## src/rtl/rece_crc_strip.sv

```systemverilog
// rtl/rece_crc_strip.sv - receive CRC-32 check with 4-byte trailer strip
module rece_crc_strip #(
    parameter int CNT_W = 16
) (
    input  logic             clk,
    input  logic             rst_n,
    input  logic             s_axis_tvalid,
    input  logic [31:0]      s_axis_tdata,
    input  logic [3:0]       s_axis_tkeep,
    input  logic             s_axis_tlast,
    output logic             receCrcOut_tvalid,
    output logic [31:0]      receCrcOut_tdata,
    output logic [3:0]       receCrcOut_tkeep,
    output logic             receCrcOut_tlast,
    output logic             receCrcOut_crcOk,
    output logic             receCrcOut_crcErr,
    output logic             short_err,
    output logic [CNT_W-1:0] crc_ok_cnt,
    output logic [CNT_W-1:0] crc_err_cnt
);

    localparam logic [31:0] CRC_POLY    = 32'hEDB88320;
    localparam logic [31:0] CRC_INIT    = 32'hFFFFFFFF;
    localparam logic [31:0] CRC_RESIDUE = 32'hDEBB20E3;

    typedef enum logic {IDLE, HOLD} state_t;

    state_t            state_q, state_d;
    logic [31:0]       hold_q, hold_d;
    logic [31:0]       crc_q, crc_d;
    logic              out_valid_q, out_valid_d;
    logic [31:0]       out_data_q, out_data_d;
    logic [3:0]        out_keep_q, out_keep_d;
    logic              out_last_q, out_last_d;
    logic              ok_q, ok_d;
    logic              err_q, err_d;
    logic              short_q, short_d;
    logic [CNT_W-1:0]  ok_cnt_q, ok_cnt_d;
    logic [CNT_W-1:0]  err_cnt_q, err_cnt_d;

    logic [2:0]        k;
    logic [31:0]       crc_next;
    logic              crc_good;
    logic [31:0]       trunc_mask;

    function automatic logic [31:0] crc_byte(input logic [31:0] c, input logic [7:0] b);
        logic [31:0] r;
        r = c ^ {24'd0, b};
        for (int j = 0; j < 8; j++) begin
            r = r[0] ? ((r >> 1) ^ CRC_POLY) : (r >> 1);
        end
        return r;
    endfunction

    always_comb begin
        k = 3'd4;
        if (s_axis_tlast && s_axis_tkeep != 4'd0 && s_axis_tkeep <= 4'd4) begin
            k = s_axis_tkeep[2:0];
        end

        crc_next = crc_q;
        for (int i = 0; i < 4; i++) begin
            if (3'(i) < k) begin
                crc_next = crc_byte(crc_next, s_axis_tdata[31-8*i -: 8]);
            end
        end
        crc_good   = (crc_next == CRC_RESIDUE);
        // Held word carries k payload bytes when the last beat has k<4 bytes.
        trunc_mask = ~(32'hFFFFFFFF >> {k, 3'b000});

        state_d     = state_q;
        hold_d      = hold_q;
        crc_d       = crc_q;
        out_valid_d = 1'b0;
        out_data_d  = 32'd0;
        out_keep_d  = 4'd0;
        out_last_d  = 1'b0;
        ok_d        = 1'b0;
        err_d       = 1'b0;
        short_d     = 1'b0;
        ok_cnt_d    = ok_cnt_q;
        err_cnt_d   = err_cnt_q;

        if (s_axis_tvalid) begin
            crc_d = s_axis_tlast ? CRC_INIT : crc_next;
            case (state_q)
                IDLE: begin
                    if (s_axis_tlast) begin
                        short_d = 1'b1;
                    end else begin
                        hold_d  = s_axis_tdata;
                        state_d = HOLD;
                    end
                end
                HOLD: begin
                    out_valid_d = 1'b1;
                    if (!s_axis_tlast) begin
                        out_data_d = hold_q;
                        out_keep_d = 4'd4;
                        hold_d     = s_axis_tdata;
                    end else begin
                        out_data_d = hold_q & trunc_mask;
                        out_keep_d = {1'b0, k};
                        out_last_d = 1'b1;
                        ok_d       = crc_good;
                        err_d      = !crc_good;
                        state_d    = IDLE;
                    end
                end
                default: state_d = IDLE;
            endcase
        end

        if (ok_d && ok_cnt_q != '1) begin
            ok_cnt_d = ok_cnt_q + 1'b1;
        end
        if ((err_d || short_d) && err_cnt_q != '1) begin
            err_cnt_d = err_cnt_q + 1'b1;
        end
    end

    always_ff @(posedge clk or negedge rst_n) begin
        if (!rst_n) begin
            state_q     <= IDLE;
            hold_q      <= 32'd0;
            crc_q       <= CRC_INIT;
            out_valid_q <= 1'b0;
            out_data_q  <= 32'd0;
            out_keep_q  <= 4'd0;
            out_last_q  <= 1'b0;
            ok_q        <= 1'b0;
            err_q       <= 1'b0;
            short_q     <= 1'b0;
            ok_cnt_q    <= '0;
            err_cnt_q   <= '0;
        end else begin
            state_q     <= state_d;
            hold_q      <= hold_d;
            crc_q       <= crc_d;
            out_valid_q <= out_valid_d;
            out_data_q  <= out_data_d;
            out_keep_q  <= out_keep_d;
            out_last_q  <= out_last_d;
            ok_q        <= ok_d;
            err_q       <= err_d;
            short_q     <= short_d;
            ok_cnt_q    <= ok_cnt_d;
            err_cnt_q   <= err_cnt_d;
        end
    end

    assign receCrcOut_tvalid = out_valid_q;
    assign receCrcOut_tdata  = out_data_q;
    assign receCrcOut_tkeep  = out_keep_q;
    assign receCrcOut_tlast  = out_last_q;
    assign receCrcOut_crcOk  = ok_q;
    assign receCrcOut_crcErr = err_q;
    assign short_err         = short_q;
    assign crc_ok_cnt        = ok_cnt_q;
    assign crc_err_cnt       = err_cnt_q;

endmodule

```

## config.mk

```make
export PLATFORM = sky130hd
export DESIGN_NAME = rece_crc_strip
export DESIGN_NICKNAME = d
export VERILOG_FILES = /design/src/rtl/rece_crc_strip.sv
export SDC_FILE = /design/constraint.sdc
export NUM_CORES = 1
export LEC_CHECK = 0
export ABC_AREA = 1
export CORE_MARGIN = 5
export CORE_UTILIZATION = 54
export DETAILED_ROUTE_END_ITERATION = 10
export MAX_ROUTING_LAYER = met4
export PLACE_DENSITY = 0.78
export REMOVE_ABC_BUFFERS = 1
export SYNTH_ARGS = -nofsm -noshare
export SYNTH_HDL_FRONTEND = slang
export SYNTH_SLANG_ARGS = --single-unit
```

## constraint.sdc

```tcl
create_clock -name clk -period 4.25 [get_ports clk]
set_input_delay 1.275 -clock clk [delete_from_list [all_inputs] [get_ports clk]]
set_output_delay 1.275 -clock clk [all_outputs]
set_load 0.02 [all_outputs]
```

==> summary.txt, run 1 <==
Outcome
  – Status: aborted with a tool error
  – Halt Stage: global routing
  – Error msg: [ERROR DPL-0038] Utilization greater than 100%, impossible to legalize

CTS
  – CTS Root Cell: clkbuf_16
  – Hold-fix buffers, CTS: 0
  – CTS Buffer Depth: 2
  – H-tree depth: 4
  – CTS sink cnt: 137
  – Num CTS Buffers: 17

Floorplanning
  – Die Y: 167 um
  – Io pins: 113
  – Initial Util: 54.9%
  – Die X: 167 um
  – Num rows: 57

Synthesis
  – Cell Area, Synth: 13,300 sq um
  – Xor and xnor area share after synthesis: 4.26%
  – Total of flip-flops plus latches after synthesis: 137
  – Synthesis Warnings: 0
  – Synth Area in Compound Gates: 4.34%
  – Post-synth EDFFs: 0
  – Largest family of logic cells by synthesized area: simple AND/OR/NAND/NOR gates
  – Adder-cell share of the synthesized area: 0.187%
  – Synthesized netlist cell count: 2,227
  – Ys async rst share: 100%
  – Mean Syn Cell Area: 5.99 sq um
  – Seq/Total Area, Yosys: 26.0%
  – Most used DFF post-synth: dfrtp_1
  – Netlist cell types: 49
  – Multiplexer share of the synthesized area: 0%
  – Post-synthesis simple-gate area fraction: 56.4%

Placement
  – HPWL after DPL: 43,000 um
  – DP Area: 17,500 sq um
  – # port buffers: 111
  – GP Congestion: 1.09

GRT
  – Largest net degree at the start of global routing: 79

STA
  – GRT worst endpoint: crc_ok_cnt[8]$_DFFE_PN0P_/D
  – Worst End Pin Type: sequential cell input
[cell families after synthesis]
group           after synthesis
simple gates               1643
xor+xnor                     60
fa+ha+maj                     2
compound gates               97
buf+inv                     287
flops                       137
other cells                   1
[Yosys cell counts, drive strengths merged (19+ instances only)]
master	n	share of area, %
nand4	20	0.94
inv	233	6.6
nand2	1058	33
buf	35	1.8
dfrtp	105	20
xor2	41	2.9
dfstp	32	6.3
nand3	417	17
nor3	19	0.75
o21ai	60	2.4
nor2	104	3.3
[what timing repair did]
action | 4_1_cts
buffers inserted | 126
pin swaps | 203
cloned | 6
resized for setup | 654
setup endpoints to repair | 66
[through the flow]
step / setup TNS, ps / hold WS [ps] / utilization, % / setup WS, ps / std cells
after floorplan: -150620 / 453 / - / -2820 / 2174
after detailed placement: -93670 / 473 / 72.1 / -1860 / 2991
after CTS: -23190 / 490 / 89.0 / -729 / 3154
after global placement: -86420 / 463 / 72.1 / -1780 / 2991
==> run 2: changes to the inputs <==
Settings changed: CORE_UTILIZATION 54 to 40, MAX_ROUTING_LAYER met4 to default, PLACE_DENSITY 0.78 to default, PLACE_DENSITY_LB_ADDON from default to 0.15.
Clock period 4.25 ns to 5.5 ns, I/O delays scaled along.
==> run 2 against run 1 <==
The flow now finishes, with violations (setup timing). Synthesized cell count unchanged. Synthesized area unchanged.
==> summary.txt, run 2 <==
Outcome
  – Status: complete, but fails checks
  – Failing checks: setup timing

Floorplanning
  – Io pins: 113 (unchanged)
  – Die X: 193 um (+15%)
  – DIE AREA: 37,100 sq um
  – Core area: 33,300 sq um
  – Initial Util: 40.1% (-15 points)
  – Num rows: 67 (+18%)
  – Die Y: 193 um (+15%)

Finish
  – Most common cell after layout, fill and taps aside: nand2_1
  – Fillers: 2,687
  – Final Net Count: 2,914
  – Most frequent cells in the layout: 592 x nand2_1, 493 x buf_4, 274 x nand2_2
  – Layout cells sized above 1: 50.6%
  – Area Overhead vs Synth: 80.9%
  – Final Util: 72.5%
  – Antenna diodes: 0

Synthesis
  – Post-synth EDFFs: 0 (unchanged)
  – Synthesized netlist cell count: 2,227 (unchanged)
  – Mean Syn Cell Area: 5.99 sq um (unchanged)
  – Top cells by area, synth: nand2_1 26%, dfrtp_1 20%, nand3_1 14%, dfstp_2 6.3%, inv_1 5.8%
  – Cell Area, Synth: 13,300 sq um (unchanged)
  – Most used DFF post-synth: dfrtp_1
  – Post-synth top area cell: nand2_1
  – Top-area cell type share of the netlist area: 26.3% (unchanged)
  – Total of flip-flops plus latches after synthesis: 137 (unchanged)
  – Netlist cell types: 49 (unchanged)
  – Seq/Total Area, Yosys: 26.0% (unchanged)
  – Ys async rst share: 100% (unchanged)
  – Commonest cells in the netlist: 935 x nand2_1, 380 x nand3_1, 208 x inv_1
  – Synthesis Warnings: 0 (unchanged)
  – Top-count cell post-synth: nand2_1

CTS
  – CTS sink cnt: 137 (unchanged)
  – Num CTS Buffers: 17 (unchanged)
  – H-tree depth: 4 (unchanged)
  – CTS Buffer Depth: 2 (unchanged)
  – CTS Root Cell: clkbuf_16
  – Clock Latency Late Sink: 460 ps
  – CTS tree: built
  – Worst-path clk slew: 60 ps

Setup path
  – WP data required: 5880 ps
  – Setup CP Type: in2reg
  – CP startpoint kind: primary input
  – R2r endpoint: crc_err_cnt[6]$_DFFE_PN0P_
  – Setup crit end kind: register
  – R2R setup slack: 310 ps
  – Max incr delay on CP: 230 ps
  – Critical Path Most Common Cell: nand2_4
  – Crit path max fanout: 8
  – R2r worst-path depth: 39
  – Slowest CP cell: o21ai_4
  – FF-to-FF Start: crc_q[0]$_DFFE_PN1P_
  – Crit path DAT: 6030 ps

STA
  – Worst slew margin: 22.7%
  – Max Freq: 177 MHz
  – Fin. max-slew vios: 0
  – Post-route setup slack: -149 ps
  – Fin. Hold Viols: 0
  – Final period utilization: 103%
  – Max Clock Skew: 10.8 ps
  – RSZ-0062 raised after global routing: true
  – Tightest Pin Transition: 1160 ps
  – Setup violations, final: 16
  – Min Tclk post-route: 5650 ps

Route
  – WL per Instance: 19.4 um
  – Final ANT Viol Nets: 0
  – 1st-pass router iterations: 5
  – Vias per cell: 5.37
  – WL final: 64,700 um
  – Via count: 17,900
  – Initial drt markers: 1,590
  – DRC viols: 0

Placement
  – HPWL after DPL: 46,400 um (+8.0%)
  – # port buffers: 111 (unchanged)
  – Post-Place Worst Slack: -1150 ps (+708 ps)
  – GP Congestion: 1.01 (-7.3%)

GRT
  – Largest net degree at the start of global routing: 76
  – Global-route wire length before repair: 91,100 um
  – Initial antenna violation count: 0
  – Gr usage total: 32.0%
  – Vias in the first global route: 16,173
  – GRT Residual Overflow: 0

Worst hold path
  – End of the worst hold path: hold_q[8]$_DFFE_PN0P_
  – Class of the tightest hold or removal check: reg2reg
  – Min-delay src: hold_q[8]$_DFFE_PN0P_
  – Hold Crit Depth: 2

Job
  – Total of max-cap violations: 0
-- run 2: cell counts after synthesis --
Identical to the previous run, type by type.
-- run 2: through the flow --
stage | instance area, sq um | hold WS (ps) | setup TNS (ps) | instances
floorplan | 13000 | 453 | -88000 | 2174
global placement | 17800 | 459 | -42270 | 3122
detailed placement | 17800 | 474 | -45150 | 3122
CTS | 20300 | 489 | 0 | 3229
global route | 24100 | 510 | -7420 | 3333
finish | 24100 | 489 | -1670 | 3333
-- run 2: worst max-delay path by stage --
stage / start / end / slack [ps] / depth (start not counted)
finish: s_axis_tdata[25] / crc_err_cnt[6]$_DFFE_PN0P_ / -150 / 39
global route: s_axis_tdata[25] / crc_err_cnt[6]$_DFFE_PN0P_ / -340 / 39
CTS: s_axis_tdata[30] / crc_err_cnt[9]$_DFFE_PN0P_ / 0.5 / 43
detailed placement: s_axis_tdata[24] / crc_err_cnt[3]$_DFFE_PN0P_ / -1150 / 36
global placement: s_axis_tdata[25] / crc_ok_cnt[6]$_DFFE_PN0P_ / -1120 / 40
floorplan: s_axis_tkeep[1] / crc_ok_cnt[3]$_DFFE_PN0P_ / -1950 / 31
-- run 2: repair_timing --
| action | 4_1_cts | 5_1_grt |
|---|---|---|
| hold buffers | 0 | 0 |
| gates cloned | 6 | 1 |
| pin swaps | 116 | 286 |
| setup buffers | 71 | 109 |
| resized for setup | 369 | 713 |
| endpoints found under the setup margin | 39 | 34 |
-- run 2: cells by family after synthesis --
logic type | after synthesis | synth area share, %
DFF | 137 | 26.0
and+or+nand+nor | 1643 | 56.4
AOI/OAI and AO/OA | 97 | 4.34
other | 1 | 0.0281
xor gates and xnor gates | 60 | 4.26
buffers and inverters | 287 | 8.85
adders and majority gates | 2 | 0.187
-- run 2: worst max-delay path: cells and delay by family --
kind                   cells  cell delay, ps
buffers and inverters      7             870
AOI/OAI and AO/OA          1             230
and+or+nand+nor           31            3210
-- run 2: final cells by class --
| cell class | instances | area, sq um | share of cell area (%) |
|---|---|---|---|
| sequential | 137 | 3470 | 14.4 |
| clock buffer | 18 | 450 | 1.87 |
| clock inverter | 14 | 123 | 0.508 |
| tap | 448 | 561 | 2.32 |
| inverter | 234 | 921 | 3.81 |
| timing repair buffer | 677 | 5770 | 23.9 |
| multi-input combinational | 1805 | 12800 | 53.2 |
-- run 2: metal layers --
layer  up-vias  track usage [%]  wire length (um)
met5         -                0                 0
met4         0             12.2              2760
met3       149             4.69              4120
met2       663             50.8             30400
met1      8690             44.0             27400
li1       8398                -                 -
Power of run 2 is left out: the tool's default activity adds up to more than one toggle a clock period on the data nets, which glitch-free logic cannot reach.
